`config.mk`:
```
export PLATFORM = sky130hd
export DESIGN_NAME = lr35902_brom_loader
export DESIGN_NICKNAME = d
export VERILOG_FILES = /design/src/rtl/lr35902_brom_loader_pkg.sv /design/src/rtl/lr35902_spi_shift.sv /design/src/rtl/lr35902_brom_loader.sv
export SDC_FILE = /design/constraint.sdc
export NUM_CORES = 1
export LEC_CHECK = 0
export ABC_AREA = 1
export BUFFER_PORTS_ARGS = -buffer_cell sky130_fd_sc_hd__buf_2
export CORE_MARGIN = 4
export CORE_UTILIZATION = 45
export CTS_CLUSTER_DIAMETER = 120
export DETAILED_ROUTE_END_ITERATION = 8
export GPL_TIMING_DRIVEN = 0
export HOLD_SLACK_MARGIN = 0.08
export PLACE_DENSITY = 0.72
export SYNTH_ARGS = -nofsm -noshare
export SYNTH_HDL_FRONTEND = slang
export SYNTH_SLANG_ARGS = --single-unit
```
`constraint.sdc`:
```
create_clock -name clk_i -period 2 [get_ports clk_i]
set_clock_uncertainty 0.15 [all_clocks]
set_input_delay 0.5 -clock clk_i [delete_from_list [all_inputs] [get_ports clk_i]]
set_output_delay 0.5 -clock clk_i [all_outputs]
set_load 0.02 [all_outputs]
```
`src/rtl/lr35902_brom_loader_pkg.sv`:
```
// Shared constants, FSM state encoding and flash command helper for the boot ROM loader.
// Pure definitions; no timing or flow control lives here.
package lr35902_brom_loader_pkg;

    localparam logic [7:0] SPI_CMD_READ = 8'h03;
    localparam int         BROM_LEN     = 256;

    typedef enum logic [2:0] {
        ST_GAP   = 3'd0,
        ST_CMD   = 3'd1,
        ST_DATA  = 3'd2,
        ST_END   = 3'd3,
        ST_DONE  = 3'd4,
        ST_ERROR = 3'd5
    } state_e;

    // Command phase byte sequence: opcode, then the 24-bit address MSB first.
    function automatic logic [7:0] cmd_byte(input logic [23:0] adr, input logic [1:0] idx);
        case (idx)
            2'd0:    cmd_byte = SPI_CMD_READ;
            2'd1:    cmd_byte = adr[23:16];
            2'd2:    cmd_byte = adr[15:8];
            default: cmd_byte = adr[7:0];
        endcase
    endfunction

endpackage

```
`src/rtl/lr35902_spi_shift.sv`:
```
// SPI mode-0 byte engine: SCK divider plus 8-bit shifter, streams back-to-back bytes while go_i stays high.
// byte_done_o strobes in the cycle whose clk edge raises SCK for bit 7; rx_byte_o is the complete byte then.
module lr35902_spi_shift #(
    parameter int CLK_DIV = 2
) (
    input  logic       clk_i,
    input  logic       rst_ni,
    input  logic       go_i,
    input  logic [7:0] tx_byte_i,
    input  logic       spi_miso_i,
    output logic [7:0] rx_byte_o,
    output logic       byte_done_o,
    output logic       active_o,
    output logic       spi_sck_o,
    output logic       spi_mosi_o
);

    localparam logic [7:0] DIV_LAST = 8'(CLK_DIV - 1);

    logic       active_q, active_d;
    logic       sck_q, sck_d;
    logic [7:0] cnt_q, cnt_d;
    logic [2:0] bit_q, bit_d;
    logic [7:0] tx_q, tx_d;
    logic [7:0] rx_q, rx_d;
    logic       tick;

    assign tick        = active_q && (cnt_q == DIV_LAST);
    assign byte_done_o = tick && !sck_q && (bit_q == 3'd7);
    assign rx_byte_o   = {rx_q[6:0], spi_miso_i};
    assign active_o    = active_q;
    assign spi_sck_o   = sck_q;
    assign spi_mosi_o  = tx_q[7];

    always_comb begin
        active_d = active_q;
        sck_d    = sck_q;
        cnt_d    = cnt_q;
        bit_d    = bit_q;
        tx_d     = tx_q;
        rx_d     = rx_q;
        if (!active_q) begin
            if (go_i) begin
                active_d = 1'b1;
                tx_d     = tx_byte_i;
                cnt_d    = 8'd0;
                bit_d    = 3'd0;
            end
        end else if (tick) begin
            cnt_d = 8'd0;
            if (!sck_q) begin
                sck_d = 1'b1;
                rx_d  = rx_byte_o;
            end else begin
                // Falling edge: the only moment MOSI moves, so it is stable across every rising edge.
                sck_d = 1'b0;
                if (bit_q == 3'd7) begin
                    bit_d = 3'd0;
                    if (go_i) begin
                        tx_d = tx_byte_i;
                    end else begin
                        active_d = 1'b0;
                        tx_d     = 8'd0;
                    end
                end else begin
                    bit_d = bit_q + 3'd1;
                    tx_d  = {tx_q[6:0], 1'b0};
                end
            end
        end else begin
            cnt_d = cnt_q + 8'd1;
        end
    end

    always_ff @(posedge clk_i or negedge rst_ni) begin
        if (!rst_ni) begin
            active_q <= 1'b0;
            sck_q    <= 1'b0;
            cnt_q    <= 8'd0;
            bit_q    <= 3'd0;
            tx_q     <= 8'd0;
            rx_q     <= 8'd0;
        end else begin
            active_q <= active_d;
            sck_q    <= sck_d;
            cnt_q    <= cnt_d;
            bit_q    <= bit_d;
            tx_q     <= tx_d;
            rx_q     <= rx_d;
        end
    end

endmodule

```
`src/rtl/lr35902_brom_loader.sv`:
```
// Boot ROM loader: reads the boot image from SPI flash (cmd 03h) into boot RAM, holding the CPU until done; one wr_en per byte.
// `LR35902_BLOAD_CHECKSUM_EN adds a 257th checksum byte (sum of all 257 == 0) and the ERROR outcome.
module lr35902_brom_loader
    import lr35902_brom_loader_pkg::*;
#(
    parameter int          CLK_DIV   = 2,
    parameter logic [23:0] FLASH_ADR = 24'h000000,
    parameter int          CS_GAP    = 4
) (
    input  logic       clk_i,
    input  logic       rst_ni,
    input  logic       start_i,
    output logic       spi_cs_n_o,
    output logic       spi_sck_o,
    output logic       spi_mosi_o,
    input  logic       spi_miso_i,
    output logic [7:0] wr_adr_o,
    output logic [7:0] wr_data_o,
    output logic       wr_en_o,
    output logic       busy_o,
    output logic       cpu_hold_o,
    output logic       error_o
);

    localparam logic [7:0] GAP_LAST = 8'(CS_GAP - 1);
`ifdef LR35902_BLOAD_CHECKSUM_EN
    localparam logic [8:0] LAST_IDX = 9'(BROM_LEN);
`else
    localparam logic [8:0] LAST_IDX = 9'(BROM_LEN - 1);
`endif

    state_e     state_q;
    logic [7:0] gap_cnt_q;
    logic [1:0] cmd_idx_q;
    logic [8:0] byte_idx_q;
    logic       go_q;
    logic [7:0] tx_q;
    logic       cs_n_q;
    logic       wr_en_q;
    logic [7:0] wr_adr_q;
    logic [7:0] wr_data_q;
    logic       busy_q;
    logic       hold_q;

    logic       byte_done;
    logic [7:0] rx_byte;
    logic       shift_active;

`ifdef LR35902_BLOAD_CHECKSUM_EN
    logic [7:0] sum_q;
    logic [7:0] sum_nxt;
    logic       err_q;
    assign sum_nxt = sum_q + rx_byte;
    assign error_o = err_q;
`else
    assign error_o = 1'b0;
`endif

    assign spi_cs_n_o = cs_n_q;
    assign wr_adr_o   = wr_adr_q;
    assign wr_data_o  = wr_data_q;
    assign wr_en_o    = wr_en_q;
    assign busy_o     = busy_q;
    assign cpu_hold_o = hold_q;

    lr35902_spi_shift #(
        .CLK_DIV (CLK_DIV)
    ) u_shift (
        .clk_i       (clk_i),
        .rst_ni      (rst_ni),
        .go_i        (go_q),
        .tx_byte_i   (tx_q),
        .spi_miso_i  (spi_miso_i),
        .rx_byte_o   (rx_byte),
        .byte_done_o (byte_done),
        .active_o    (shift_active),
        .spi_sck_o   (spi_sck_o),
        .spi_mosi_o  (spi_mosi_o)
    );

    always_ff @(posedge clk_i or negedge rst_ni) begin
        if (!rst_ni) begin
            state_q    <= ST_GAP;
            gap_cnt_q  <= 8'd0;
            cmd_idx_q  <= 2'd0;
            byte_idx_q <= 9'd0;
            go_q       <= 1'b0;
            tx_q       <= 8'd0;
            cs_n_q     <= 1'b1;
            wr_en_q    <= 1'b0;
            wr_adr_q   <= 8'd0;
            wr_data_q  <= 8'd0;
            busy_q     <= 1'b1;
            hold_q     <= 1'b1;
`ifdef LR35902_BLOAD_CHECKSUM_EN
            sum_q      <= 8'd0;
            err_q      <= 1'b0;
`endif
        end else begin
            wr_en_q <= 1'b0;
            // Address advances after each write strobe and naturally wraps 0xFF -> 0x00.
            if (wr_en_q) begin
                wr_adr_q <= wr_adr_q + 8'd1;
            end
            case (state_q)
                ST_GAP: begin
                    if (gap_cnt_q == GAP_LAST) begin
                        gap_cnt_q  <= 8'd0;
                        state_q    <= ST_CMD;
                        cs_n_q     <= 1'b0;
                        go_q       <= 1'b1;
                        tx_q       <= cmd_byte(FLASH_ADR, 2'd0);
                        cmd_idx_q  <= 2'd0;
                        byte_idx_q <= 9'd0;
`ifdef LR35902_BLOAD_CHECKSUM_EN
                        sum_q      <= 8'd0;
`endif
                    end else begin
                        gap_cnt_q <= gap_cnt_q + 8'd1;
                    end
                end
                ST_CMD: begin
                    if (byte_done) begin
                        cmd_idx_q <= cmd_idx_q + 2'd1;
                        if (cmd_idx_q == 2'd3) begin
                            state_q <= ST_DATA;
                            tx_q    <= 8'd0;
                        end else begin
                            tx_q <= cmd_byte(FLASH_ADR, cmd_idx_q + 2'd1);
                        end
                    end
                end
                ST_DATA: begin
                    if (byte_done) begin
                        byte_idx_q <= byte_idx_q + 9'd1;
`ifdef LR35902_BLOAD_CHECKSUM_EN
                        sum_q <= sum_nxt;
                        if (byte_idx_q != LAST_IDX) begin
                            wr_en_q   <= 1'b1;
                            wr_data_q <= rx_byte;
                        end
`else
                        wr_en_q   <= 1'b1;
                        wr_data_q <= rx_byte;
`endif
                        if (byte_idx_q == LAST_IDX) begin
                            go_q    <= 1'b0;
                            state_q <= ST_END;
                        end
                    end
                end
                ST_END: begin
                    // Release CS only once the shifter has dropped SCK after its final high phase.
                    if (!shift_active) begin
                        if (!cs_n_q) begin
                            cs_n_q    <= 1'b1;
                            gap_cnt_q <= 8'd0;
                        end else if (gap_cnt_q == GAP_LAST) begin
                            gap_cnt_q <= 8'd0;
                            busy_q    <= 1'b0;
`ifdef LR35902_BLOAD_CHECKSUM_EN
                            if (sum_q == 8'd0) begin
                                state_q <= ST_DONE;
                                hold_q  <= 1'b0;
                            end else begin
                                state_q <= ST_ERROR;
                                err_q   <= 1'b1;
                            end
`else
                            state_q <= ST_DONE;
                            hold_q  <= 1'b0;
`endif
                        end else begin
                            gap_cnt_q <= gap_cnt_q + 8'd1;
                        end
                    end
                end
                ST_DONE, ST_ERROR: begin
                    if (start_i) begin
                        state_q   <= ST_GAP;
                        gap_cnt_q <= 8'd0;
                        busy_q    <= 1'b1;
                        hold_q    <= 1'b1;
`ifdef LR35902_BLOAD_CHECKSUM_EN
                        err_q     <= 1'b0;
`endif
                    end
                end
                default: begin
                    state_q <= ST_GAP;
                end
            endcase
        end
    end

endmodule
```
==> flow_summary.rst <==
.. list-table::
   :header-rows: 1

   * - Metric
     - Value
   * - Outcome
     - completed
   * - Family with the most delay on the worst path
     - simple AND/OR/NAND/NOR gates
   * - Switching fraction of total power
     - 0.224
   * - Initial Util
     - 0.463
   * - Via count of the first global-routing pass
     - 2,767
   * - Design Area, Final
     - 0.00412 mm^2
   * - Async set-or-reset flop fraction in the synthesized netlist
     - 1.00
   * - Total Routing Usage GR
     - 0.153
   * - Number of buffers inserted during clock tree synthesis
     - 9
   * - Most area-consuming cells after synthesis
     - dfrtp_1 (49%), nand2_1 (13%), o21ai_0 (4.9%), inv_1 (4.8%), nand3_1 (4.1%)
   * - Area after detailed placement
     - 0.00384 mm^2
   * - Cell count along the critical path
     - 13
   * - Share of the cycle needed by the critical path after routing
     - 0.958
   * - Type of the worst setup path
     - reg2reg
   * - Instance count along the most critical hold path
     - 3
   * - Setup violators final
     - 0
   * - Total number of vias
     - 2,863
   * - Largest net degree at the start of global routing
     - 72
   * - Setup TNS Final
     - 0 ps
   * - Weighted congestion reported at the end of routability-driven placement
     - 0.910
   * - Clock Pin Slew Worst Setup and Hold Paths
     - 70 ps
   * - Number of DRC markers in iteration 0
     - 101
   * - Capture instance of the worst register-to-register path
     - state_q[2]$_DFFE_PN0P_
   * - Grt total ovfl
     - 0
   * - Die area
     - 0.00939 mm^2
   * - Gate power share
     - 0.020
   * - WL/cell
     - 11.7 um
   * - Sw power
     - 583 uW
   * - Count of max-cap constraint violations
     - 0
   * - Number of buffers and inverters on the critical path
     - 2
   * - Launch point of the worst path
     - byte_idx_q[1]$_DFFE_PN0P_
   * - Cell count after synthesis
     - 424
   * - CP Capture Type
     - flip-flop
   * - DRT antenna net count
     - 0
   * - Cells along the critical path
     - ha_2 -> nand2_2 -> nor2_4 -> nand3_2 -> nor2_2 -> ha_2 -> inv_2 -> nand3_2 -> nand3_2 -> nor2_2 -> buf_4 -> nand4_1 -> nand2_1
   * - Count of distinct cell types in the synthesized netlist
     - 35
   * - Antenna violations before repair
     - 0
   * - TritonCTS clock tree
     - yes
   * - Slack of the worst reg-to-reg path
     - 80 ps
   * - Highest clock frequency the design can meet
     - 522 MHz
   * - Yosys warning total
     - 0
   * - Startpoint of the worst register-to-register path
     - byte_idx_q[1]$_DFFE_PN0P_
   * - Total Routed Length
     - 6740 um
   * - Number of flip-flops and latches in the synthesized netlist
     - 71
   * - Worst reg2reg path depth
     - 13
   * - Number of fill cells
     - 722
   * - Worst slack on hold paths
     - 237 ps
   * - Residual DRC
     - 0
   * - Slowest Stage Delay on Critical Path
     - 360 ps
   * - Share of total power in the clock network
     - 0.425
   * - Number of sinks handled by clock tree synthesis
     - 71
   * - Worst min-delay path class
     - in2reg
   * - Clock latency of the later-clocked register in the worst-skew pair
     - 350 ps
   * - Most numerous cell on the critical path
     - nand3_2
   * - Library cell with the largest summed area after synthesis
     - dfrtp_1
   * - Final slew viol count
     - 0
   * - Footprint of the flip-flops and latches
     - 0.00178 mm^2
   * - Most instantiated flip-flop cell in the synthesis netlist
     - dfrtp_1
   * - X dimension of the die
     - 96.9 um
   * - Fraction of layout instances using a drive strength above 1
     - 0.197
   * - PD cells
     - 632 mW/mm^2
   * - Data arrival at the endpoint of the critical path
     - 2050 ps
   * - Cell-internal power
     - 2020 uW
   * - Num rows
     - 32
   * - Syn Nets
     - 438
   * - Startpoint kind of the worst setup timing path
     - flip-flop
   * - Area added between synthesis and finish
     - 15.9%
   * - DPL Wire Length
     - 4710 um
   * - Critical path's slowest cell
     - dfrtp_1
   * - Port Buffer Count
     - 25
   * - Most frequent cell after synthesis
     - nand2_1
   * - Leakage
     - 0.00214 uW
   * - Sequential element share of the synthesized area
     - 0.500
   * - Setup repair after global routing missed its margin
     - true
   * - Multi-input combinational cell area
     - 0.00158 mm^2
   * - Top Ports
     - 27
   * - Worst IR drop on VDD
     - 0.000311 V
   * - Avg Cell Area, Syn
     - 8.39 um^2
   * - Initial DRT Pass Iterations
     - 4
   * - Final Critical Period
     - 1920 ps
   * - Last element of the critical path
     - state_q[2]$_DFFE_PN0P_
   * - Number of enable-type register cells in the synthesized netlist
     - 0
   * - Number of antenna repair diodes
     - 0
   * - Sequential Power Share
     - 0.555
   * - Fin. Hold Viols
     - 0
   * - Placeable Area
     - 0.00769 mm^2
   * - Clock tree root buffer cell
     - clkbuf_8
   * - Buffer depth of the longest clock path
     - 2
   * - First-pass GRT wire length
     - 12,200 um
   * - Post-layout nets
     - 482
   * - Cell Area, Synth
     - 0.00356 mm^2
   * - Crit path required time
     - 2140 ps
   * - Proportion of netlist area held by the largest area contributor
     - 0.486
   * - Die H
     - 96.9 um
   * - CTS H-tree lvls
     - 3
   * - Most used standard cells in the synthesized netlist
     - nand2_1 (124), dfrtp_1 (69), inv_1 (45)
   * - Maximum net fanout on the critical path
     - 3
   * - Via density per instance
     - 4.99
per-stage QoR:
step,total power (uW),utilization,std cells,worst slack [ps]
after floorplan,1490,-,424,128
after global placement,1520,0.495,551,-146
after detailed placement,1530,0.499,552,-128
after CTS,2640,0.532,573,0.452
after global routing,2710,0.536,574,-57.8
final,2610,0.536,574,84.5
placed cells by master, fill, tap and decap left out, types with 3 or more instances in the layout:
cell / count
a21oi_1: 8
buf_2: 26
buf_4: 10
clkbuf_8: 9
clkinv_2: 3
clkinv_4: 3
dfrtp_1: 69
ha_1: 8
inv_1: 44
nand2_1: 123
nand2_2: 3
nand3_1: 26
nand3_2: 3
nand4_1: 11
nor2_1: 28
nor2_2: 8
nor2_4: 4
nor3_1: 5
o21ai_0: 34
o21ai_2: 7
o22ai_1: 3
xnor2_1: 5
xor2_1: 7
layer usage:
metal,vias to the layer above,GRT usage,part of all wire
met2,58,0.245,0.46
met3,9,0.0461,0.052
li1,1461,-,-
met5,-,0,0
met1,1335,0.198,0.47
met4,0,0.0551,0.015
tightest hold or removal path: stages:
cell and delay, ps:
buf_2 90, nand2_1 50, nand2_1 50
how the worst min path moves through the flow:
stage                             start                   endpoint  slack (ps)
6_report                     spi_miso_i   wr_data_o[0]$_DFFE_PN0P_         240
5_1_grt                      spi_miso_i   wr_data_o[0]$_DFFE_PN0P_         240
4_1_cts                      spi_miso_i   wr_data_o[0]$_DFFE_PN0P_         230
3_5_place_dp   wr_data_o[0]$_DFFE_PN0P_   wr_data_o[0]$_DFFE_PN0P_         310
3_3_place_gp   wr_data_o[0]$_DFFE_PN0P_   wr_data_o[0]$_DFFE_PN0P_         300
2_1_floorplan                    rst_ni  byte_idx_q[0]$_DFFE_PN0P_          50
flip-flops by register name, summed over array words and instances (netlist names), 2 cells and up:
signal         flops
byte_idx_q         9
cmd_idx_q          2
gap_cnt_q          8
state_q            3
u_shift.bit_q      3
u_shift.cnt_q      8
u_shift.rx_q       7
u_shift.tx_q       8
wr_adr_o           8
wr_data_o          8
cell families after synthesis:
kind of cell,share of synthesized area
xor+xnor,0.0296
buf+inv,0.0665
fa+ha+maj,0.0352
flops,0.500
other cells,0.00105
compound gates,0.0940
simple gates,0.270
mux,0.00317
area by class of cell:
class	count	share of cell area
repair buffers	33	0.0510
multi-input cells	299	0.384
inverters	47	0.0440
clock inverters	6	0.0152
plain buffers	7	0.0134
clock buffers	9	0.0301
well taps	102	0.0310
flip-flops and latches	71	0.432
power by group through the flow:
stage / clock network [uW] / logic (uW) / registers [uW]
floorplan: 0 / 12.6 / 1470
global route: 1200 / 63.0 / 1450
global placement: 0 / 46.4 / 1470
finish: 1110 / 52.9 / 1450
detailed placement: 0 / 54.5 / 1470
CTS: 1140 / 56.1 / 1450
what timing repair did:
item / 4_1_cts / 5_1_grt
endpoints found under the setup margin: 3 / 13
buffers inserted: 5 / 1
resized for setup: 7 / 7
hold buffers: 1 / 0
pin swaps: 8 / 10
endpoints found under the hold margin: 69 / 0
No activity file was read; power rests on OpenSTA's default activity.
